<file path="src/rtl/wb_regfile_pkg.sv">
// Shared definitions for the write-back register file:
// default widths, the hard-wired zero index and the write-data select encoding.
package wb_regfile_pkg;

    localparam int DATA_W_DEF = 32;
    localparam int ADDR_W_DEF = 5;
    localparam int REG_ZERO   = 0;

    typedef enum logic {
        WB_SEL_ALU = 1'b0,
        WB_SEL_MEM = 1'b1
    } wb_sel_e;

endpackage

</file>
<file path="src/rtl/wb_regfile_wb_mux.sv">
// 2:1 write-back data select between the ALU result and load data.
module wb_mux
    import wb_regfile_pkg::*;
#(
    parameter int DATA_W = DATA_W_DEF
) (
    input  logic              sel,
    input  logic [DATA_W-1:0] alu_data,
    input  logic [DATA_W-1:0] mem_data,
    output logic [DATA_W-1:0] wb_data
);

    // Pick the write-back source; unknown encodings fall back to the ALU path.
    always_comb begin
        wb_data = alu_data;
        case (wb_sel_e'(sel))
            WB_SEL_MEM: wb_data = mem_data;
            WB_SEL_ALU: wb_data = alu_data;
            default:    wb_data = alu_data;
        endcase
    end

endmodule

</file>
<file path="src/rtl/wb_regfile.sv">
// Two-read / one-write register file with write-through bypass, a registered
// forwarding record of the last committed write, and a commit counter.
module wb_regfile
    import wb_regfile_pkg::*;
#(
    parameter int DATA_W = DATA_W_DEF,
    parameter int ADDR_W = ADDR_W_DEF
) (
    input  logic              clk,
    input  logic              rst,
    input  logic              reg_write,
    input  logic              mem_to_reg,
    input  logic [ADDR_W-1:0] wr_addr,
    input  logic [DATA_W-1:0] alu_result,
    input  logic [DATA_W-1:0] mem_data,
    input  logic [ADDR_W-1:0] rd_addr_a,
    input  logic [ADDR_W-1:0] rd_addr_b,
    output logic [DATA_W-1:0] rd_data_a,
    output logic [DATA_W-1:0] rd_data_b,
    output logic [DATA_W-1:0] wb_data,
    output logic              fwd_valid,
    output logic [ADDR_W-1:0] fwd_addr,
    output logic [DATA_W-1:0] fwd_data,
    output logic [15:0]       wr_count
);

    localparam int NUM_REGS = 2 ** ADDR_W;
    localparam logic [ADDR_W-1:0] ZERO_IDX = ADDR_W'(REG_ZERO);

    logic [DATA_W-1:0] regs_r [0:NUM_REGS-1];
    logic [DATA_W-1:0] wb_data_s;
    logic [DATA_W-1:0] rd_data_a_s;
    logic [DATA_W-1:0] rd_data_b_s;
    logic              wr_en_s;
    logic              commit_s;
    logic              fwd_valid_r;
    logic [ADDR_W-1:0] fwd_addr_r;
    logic [DATA_W-1:0] fwd_data_r;
    logic [15:0]       wr_count_r;

    wb_mux #(.DATA_W(DATA_W)) u_wb_mux (
        .sel      (mem_to_reg),
        .alu_data (alu_result),
        .mem_data (mem_data),
        .wb_data  (wb_data_s)
    );

    // Bypass ignores reset so reads keep reflecting the live write port.
    assign wr_en_s  = reg_write && (wr_addr != ZERO_IDX);
    assign commit_s = wr_en_s && !rst;

    // Asynchronous read ports with same-cycle write-through.
    always_comb begin
        rd_data_a_s = {DATA_W{1'b0}};
        rd_data_b_s = {DATA_W{1'b0}};
        if (wr_en_s && (rd_addr_a == wr_addr)) begin
            rd_data_a_s = wb_data_s;
        end else if (rd_addr_a == ZERO_IDX) begin
            rd_data_a_s = {DATA_W{1'b0}};
        end else begin
            rd_data_a_s = regs_r[rd_addr_a];
        end
        if (wr_en_s && (rd_addr_b == wr_addr)) begin
            rd_data_b_s = wb_data_s;
        end else if (rd_addr_b == ZERO_IDX) begin
            rd_data_b_s = {DATA_W{1'b0}};
        end else begin
            rd_data_b_s = regs_r[rd_addr_b];
        end
    end

    // Register array: clear on reset, otherwise commit the selected write data.
    always_ff @(posedge clk) begin
        if (rst) begin
            for (int i = 0; i < NUM_REGS; i++) begin
                regs_r[i] <= {DATA_W{1'b0}};
            end
        end else if (commit_s) begin
            regs_r[wr_addr] <= wb_data_s;
        end
    end

    // Forwarding record and commit counter; address/data hold on idle cycles.
    always_ff @(posedge clk) begin
        if (rst) begin
            fwd_valid_r <= 1'b0;
            fwd_addr_r  <= {ADDR_W{1'b0}};
            fwd_data_r  <= {DATA_W{1'b0}};
            wr_count_r  <= 16'd0;
        end else begin
            fwd_valid_r <= commit_s;
            if (commit_s) begin
                fwd_addr_r <= wr_addr;
                fwd_data_r <= wb_data_s;
                wr_count_r <= wr_count_r + 16'd1;
            end
        end
    end

    assign wb_data   = wb_data_s;
    assign rd_data_a = rd_data_a_s;
    assign rd_data_b = rd_data_b_s;
    assign fwd_valid = fwd_valid_r;
    assign fwd_addr  = fwd_addr_r;
    assign fwd_data  = fwd_data_r;
    assign wr_count  = wr_count_r;

endmodule

</file>
<file path="config.mk">
export PLATFORM = sky130hd
export DESIGN_NAME = wb_regfile
export DESIGN_NICKNAME = d
export VERILOG_FILES = /design/src/rtl/wb_regfile_pkg.sv /design/src/rtl/wb_regfile_wb_mux.sv /design/src/rtl/wb_regfile.sv
export SDC_FILE = /design/constraint.sdc
export NUM_CORES = 2
export LEC_CHECK = 0
export BUFFER_PORTS_ARGS = -buffer_cell sky130_fd_sc_hd__buf_4
export CAP_MARGIN = 20
export CORE_MARGIN = 2
export CORE_UTILIZATION = 45
export DETAILED_ROUTE_END_ITERATION = 8
export SYNTH_ARGS = -nofsm -noshare
export SYNTH_HDL_FRONTEND = slang
export SYNTH_SLANG_ARGS = --single-unit
</file>
<file path="constraint.sdc">
create_clock -name clk -period 3 [get_ports clk]
set_input_delay 0.45 -clock clk [delete_from_list [all_inputs] [get_ports clk]]
set_output_delay 0.45 -clock clk [all_outputs]
set_load 0.1 [all_outputs]
</file>
## Yosys cells after proc, flatten, opt, wreduce, memory -nomap -nowiden

Memory sizes are Yosys's and may differ from the RTL's.
Cells that the tools add are included.

- Equality and inequality tests: 2
- Mux-type cells: 13
- Reductions and logical operators: 9
- Bitwise logic cells: 1
- $add $sub $neg: 1

Operators by type and width:

| operator | count |
|---|---|
| $mux W32 | 5 |
| $pmux W32 S2 | 1 |
| $reduce_or A32 Y1 | 1 |
| $add A16 B1 Y16 const B | 1 |
| $eq A5 B5 Y1 | 2 |
| $logic_not A5 Y1 | 2 |
| $mux W1 | 6 |
| $mux W5 | 1 |
| $reduce_bool A5 Y1 | 1 |
| $logic_and A1 B1 Y1 | 4 |
| $logic_not A1 Y1 | 1 |
| $not A1 Y1 | 1 |

- Memories: 1
- Output and inout port bits: 150
- Memory bits (writable): 1024
- Register bits: 54
- Logic and storage cells: 31
- Input bits: 83

Memories:

| memory | words | width | read ports | clocked after Yosys merged registers in | wr ports | line | text |
|---|---|---|---|---|---|---|---|
| regs_r | 32 | 32 | 2 | 0 | 32 | wb_regfile.sv:30 | `logic [DATA_W-1:0] regs_r [0:NUM_REGS-1];` |

## Logic depth before layout (Yosys ltp)

- Depth in word-level cells: 8
- Gate-level depth with buffers: 9
- Mapped depth without buffers: 5

## Modules after synthesis

A second synthesis with hierarchy kept.

- Cells, all modules: 3988
- Area, all modules: 57597.7 um2

Modules (own cells, without submodules):

| module | area an instance (um2) | cells an instance | sequential area each (um2) | times used |
|---|---|---|---|---|
| wb_regfile | 57053.5 | 3952 | 31830.5 | 1 |
| wb_mux | 544.3 | 36 | 0.0 | 1 |

## Least setup slack after synthesis

No wires, ideal clock.

- Kind: in2out
- Start: input wr_addr[1]
- End: output rd_data_a[27]
- Stages: 8
- Buffers on the path: 3
- Data required time: 2550 ps
- Path slack: -708 ps
- Arrival: 3258 ps
- Cell sequence: clkbuf_1 > or2_2 > o21a_1 > buf_2 > a31oi_4 > buf_2 > o221ai_1 > o22ai_1

- Word-level cells in the longest chain between the ends: 4
- Elaborated cells on any way between the ends: 5
- Those cells by class: eq/ne (1); mux (1); reduce/logical (3)

Ends and longest elaborated chain:

| item | line | text |
|---|---|---|
| start: declaration | wb_regfile.sv:13 | `input logic [ADDR_W-1:0] wr_addr,` |
| $reduce_bool A5 Y1 | wb_regfile.sv:49 | `assign wr_en_s = reg_write && (wr_addr != ZERO_IDX);` |
| $logic_and A1 B1 Y1 | wb_regfile.sv:49 |  |
| $logic_and A1 B1 Y1 * | wb_regfile.sv:56 | `if (wr_en_s && (rd_addr_a == wr_addr)) begin` |
| $mux W32 * | wb_regfile.sv:56 |  |
| end: declaration | wb_regfile.sv:18 | `output logic [DATA_W-1:0] rd_data_a,` |

Mark *: on every way between the ends. The rest lies on a longest branch, timed or not.

==> metrics.log <==
[metrics] CTS tree: done
[metrics] Crit Path Max Fanout: 2
[metrics] die outline height: 356 um
[metrics] Worst path slowest cell: sky130_fd_sc_hd__a221oi_4
[metrics] relative slew slack: 0.493
[metrics] number of buffers on the longest clock path: 3
[metrics] Final Routed Wirelength: 217000 um
[metrics] flops & latches, synth: 1078
[metrics] drt via density: 6.45
[metrics] worst hold path startpoint: rst
[metrics] violations in the final reports: setup timing
[metrics] minimum setup slack in the final design: -0.414 ns
[metrics] Worst IR Drop VDD: 0.000566 V
[metrics] Max stage delay on crit path: 0.57 ns
[metrics] hold buffer count at cts: 0
[metrics] antenna violation net count after detailed routing: 0
[metrics] worst r2r src: wr_count[3]
[metrics] pin count of the biggest net entering global routing: 75
[metrics] Synth Instances: 4318
[metrics] HPWL after DPL: 137000 um
[metrics] Synth async-reset ratio: 0
[metrics] post-layout total power: 41000 uW
[metrics] summed instance area of the synthesized netlist: 0.0559 mm2
[metrics] status: finished, violations left
[metrics] number of H-tree branching levels: 3
[metrics] clock buffers created by TritonCTS: 116
[metrics] leakage power summed over all cells: 0.0272 uW
[metrics] power density cells: 573 mW/mm2
[metrics] grt met2 use: 0.518
[metrics] Sinks on Clock Net: 1078
[metrics] most used routing layer in global routing: met2
[metrics] GR met3 Demand/Resource: 0.0869
[metrics] met1 usage: 0.449
[metrics] worst slew pin tran: 0.760 ns
[metrics] internal power component: 29000 uW
[metrics] total track usage: 0.338
[metrics] unrepaired setup endpoints after global routing: yes
[metrics] number of maximum-capacitance constraint violations: 0
[metrics] proportion of layout cells with a drive suffix above 1: 0.348
[metrics] commonest non-fill, non-tap cell in the layout: sky130_fd_sc_hd__nor2_1
[metrics] sequential element share of the synthesized area: 0.570
[metrics] Cell Chain, Critical Path: mux4_2, mux2_4, a221oi_4, buf_4, o22ai_4, buf_12
[metrics] sequential fraction of design power: 0.433
[metrics] Critical Path Sink Type: primary output
[metrics] Row Count: 129
[metrics] Clock Tree Root: sky130_fd_sc_hd__clkbuf_16
[metrics] gpl congestion: 0.893
[metrics] area of the placeable core: 0.123 mm2
[metrics] Critical Path RT: 2.55 ns
[metrics] most used flip-flop cell after synthesis: sky130_fd_sc_hd__edfxtp_1
[metrics] final setup skew: 0.00449 ns
[metrics] Crit Path Class: reg -> out
[metrics] timing-limited maximum frequency: 0.293 GHz
[metrics] number of buffer cells added on primary ports: 232
[metrics] distinct cell type count after synthesis: 55
[metrics] leading cell types in the layout, fill and taps excluded: sky130_fd_sc_hd__nor2_1 (1048), sky130_fd_sc_hd__edfxtp_1 (1024), sky130_fd_sc_hd__buf_4 (578)
[metrics] Min Hold Slack: 0.0371 ns
[metrics] clock slew at the register clock pins of the worst setup and hold paths: 0.06 ns
[metrics] count of pins on the block boundary: 233
[metrics] antenna cells: 0
[metrics] signed area change from the synthesized netlist to the final layout: 28.0%
[metrics] switching portion of total power: 0.292
[metrics] width of the die: 356 um
[metrics] launching element type of the critical path: flop
[metrics] worst path arrival time: 2.96 ns
[metrics] via count: 42400
[metrics] number of warning messages in the yosys log: 0
[metrics] shortest clock period the worst path allows after layout: 3.41 ns
[metrics] worst setup path start: regs_r[25][17]
[metrics] total DRC errors in the routed layout: 0
[metrics] average wire per cell in the routed design: 33.1 um
[metrics] mean post-synth cell area: 12.9 um2
[metrics] number of pins exceeding their max-slew limit in the final report: 0
[metrics] post-placement worst setup slack: -0.836 ns
[metrics] count of flip-flops with a built-in enable after synthesis: 1024
[metrics] later-pin clock latency in the skew report: 0.71 ns
[metrics] proportion of power drawn by the clock network: 0.351
[metrics] Switch Pwr: 12000 uW
[metrics] initial cell density of the core: 0.453
[metrics] final setup violation count: 44
[metrics] relative contribution of combinational cells to total power: 0.216
[metrics] worst hold path class: in -> reg
[metrics] Starting DRT DRC Count: 5792
[metrics] placed cell count: 6273
[metrics] number of detailed-routing iterations run before antenna repair: 6
[metrics] number of antenna violations at the first check in global routing: 1
[metrics] Final Hold Vio Count: 0
[metrics] Final Instance Count excl. Fillers: 6561
[metrics] final critical-path share of the clock period: 1.14
[metrics] die area: 0.127 mm2
[metrics] first-pass GRT wire length: 305000 um
[metrics] Congestion Overflow GR: 0
[metrics] number of nets in the layout: 4911
[metrics] via count of the first global-routing pass: 41700
## worst paths after layout
check,end,slack [ns],cells after the start
max reg2reg,wr_count[15],1.24,5
max,rd_data_b[17],-0.41,6
min,fwd_data[9],0.04,2
min reg2reg,fwd_addr[3],0.46,2
## critical path: cells and delay by family, from the launching register on
family,cells,cell delay [ns]
buf+inv,2,0.40
mux,2,0.78
flops,1,0.40
compound gates,2,0.64
## cell usage after synthesis (9+ instances only)
cell,number,area share
sky130_fd_sc_hd__edfxtp_1,1024,0.55
sky130_fd_sc_hd__a211oi_1,32,0.0043
sky130_fd_sc_hd__a221oi_1,88,0.014
sky130_fd_sc_hd__o221ai_1,64,0.010
sky130_fd_sc_hd__nor2_1,1055,0.071
sky130_fd_sc_hd__nand2_1,106,0.0071
sky130_fd_sc_hd__buf_4,25,0.0034
sky130_fd_sc_hd__mux2i_1,500,0.090
sky130_fd_sc_hd__dfxtp_1,54,0.019
sky130_fd_sc_hd__o22ai_1,95,0.011
sky130_fd_sc_hd__xor2_1,14,0.0022
sky130_fd_sc_hd__and3_1,14,0.0016
sky130_fd_sc_hd__xnor2_1,9,0.0014
sky130_fd_sc_hd__inv_1,37,0.0025
sky130_fd_sc_hd__nor2b_1,9,0.0010
sky130_fd_sc_hd__a22o_1,71,0.011
sky130_fd_sc_hd__mux4_2,256,0.10
sky130_fd_sc_hd__nor3_1,9,0.00081
sky130_fd_sc_hd__o211a_1,12,0.0021
sky130_fd_sc_hd__clkbuf_1,293,0.020
sky130_fd_sc_hd__mux2_2,170,0.034
sky130_fd_sc_hd__nand4_1,15,0.0017
sky130_fd_sc_hd__a311oi_1,9,0.0014
sky130_fd_sc_hd__a22oi_1,25,0.0034
sky130_fd_sc_hd__nand3_1,19,0.0017
sky130_fd_sc_hd__buf_2,127,0.011
sky130_fd_sc_hd__nand2b_1,35,0.0039
sky130_fd_sc_hd__a21oi_1,89,0.0080
## sequential cells by signal, indices dropped and copies added (netlist names)
signal     cells
regs_r      1024
fwd_addr       5
fwd_data      32
fwd_valid      1
wr_count      16
## stage by stage
| step | setup TNS, ns | cell area [um2] | util |
|---|---|---|---|
| floorplan | -1.67 | 56600 | - |
| global placement | -13.83 | 64600 | 0.523 |
| detailed placement | -11.87 | 64600 | 0.523 |
| CTS | -2.58 | 70900 | 0.574 |
| global route | -4.78 | 71600 | 0.579 |
| finish | -2.89 | 71600 | 0.579 |
## power groups by stage
stage / Clock, uW / Sequential (uW) / Combinational (uW)
2_1_floorplan: 0 / 18200 / 4490
3_3_place_gp: 0 / 18000 / 7690
3_5_place_dp: 0 / 18000 / 7710
4_1_cts: 14500 / 17700 / 8560
5_1_grt: 15100 / 17800 / 9090
6_report: 14400 / 17700 / 8860
## metal layers
| layer | part of all wire | routed length, um |
|---|---|---|
| met1 | 0.38 | 81900 |
| met2 | 0.45 | 97600 |
| met3 | 0.12 | 25200 |
| met4 | 0.058 | 12600 |
| met5 | 0 | 0 |
## kinds of logic (layout without fill, tap and decap cells)
logic type      count (synthesis)  count (layout)  synth area share
xor+xnor                       23              23           0.00360
compound gates                504             504            0.0685
other cells                     1              32         0.0000671
flops                        1078            1078             0.570
buf+inv                       497            1071            0.0387
mux                           926             926             0.227
fa+ha+maj                       1               1          0.000224
simple gates                 1288            1289            0.0923
## area by class of cell
cell class | instances | area [um2]
fill | 9757 | 51900
clock buffer | 155 | 3180
tap | 1637 | 2050
sequential | 1078 | 31800
multi-input combinational | 2775 | 24800
timing repair buffer | 818 | 8960
inverter | 38 | 143
clock inverter | 60 | 574
## repair_timing
action | CTS | global route
endpoints found under the setup margin | 64 | 64
resized for setup | 391 | 85
endpoints found under the hold margin | 0 | 0
pin swaps | 95 | 23
gates cloned | 5 | 1
setup buffers | 56 | 22
No activity file was read; power rests on OpenSTA's default activity.
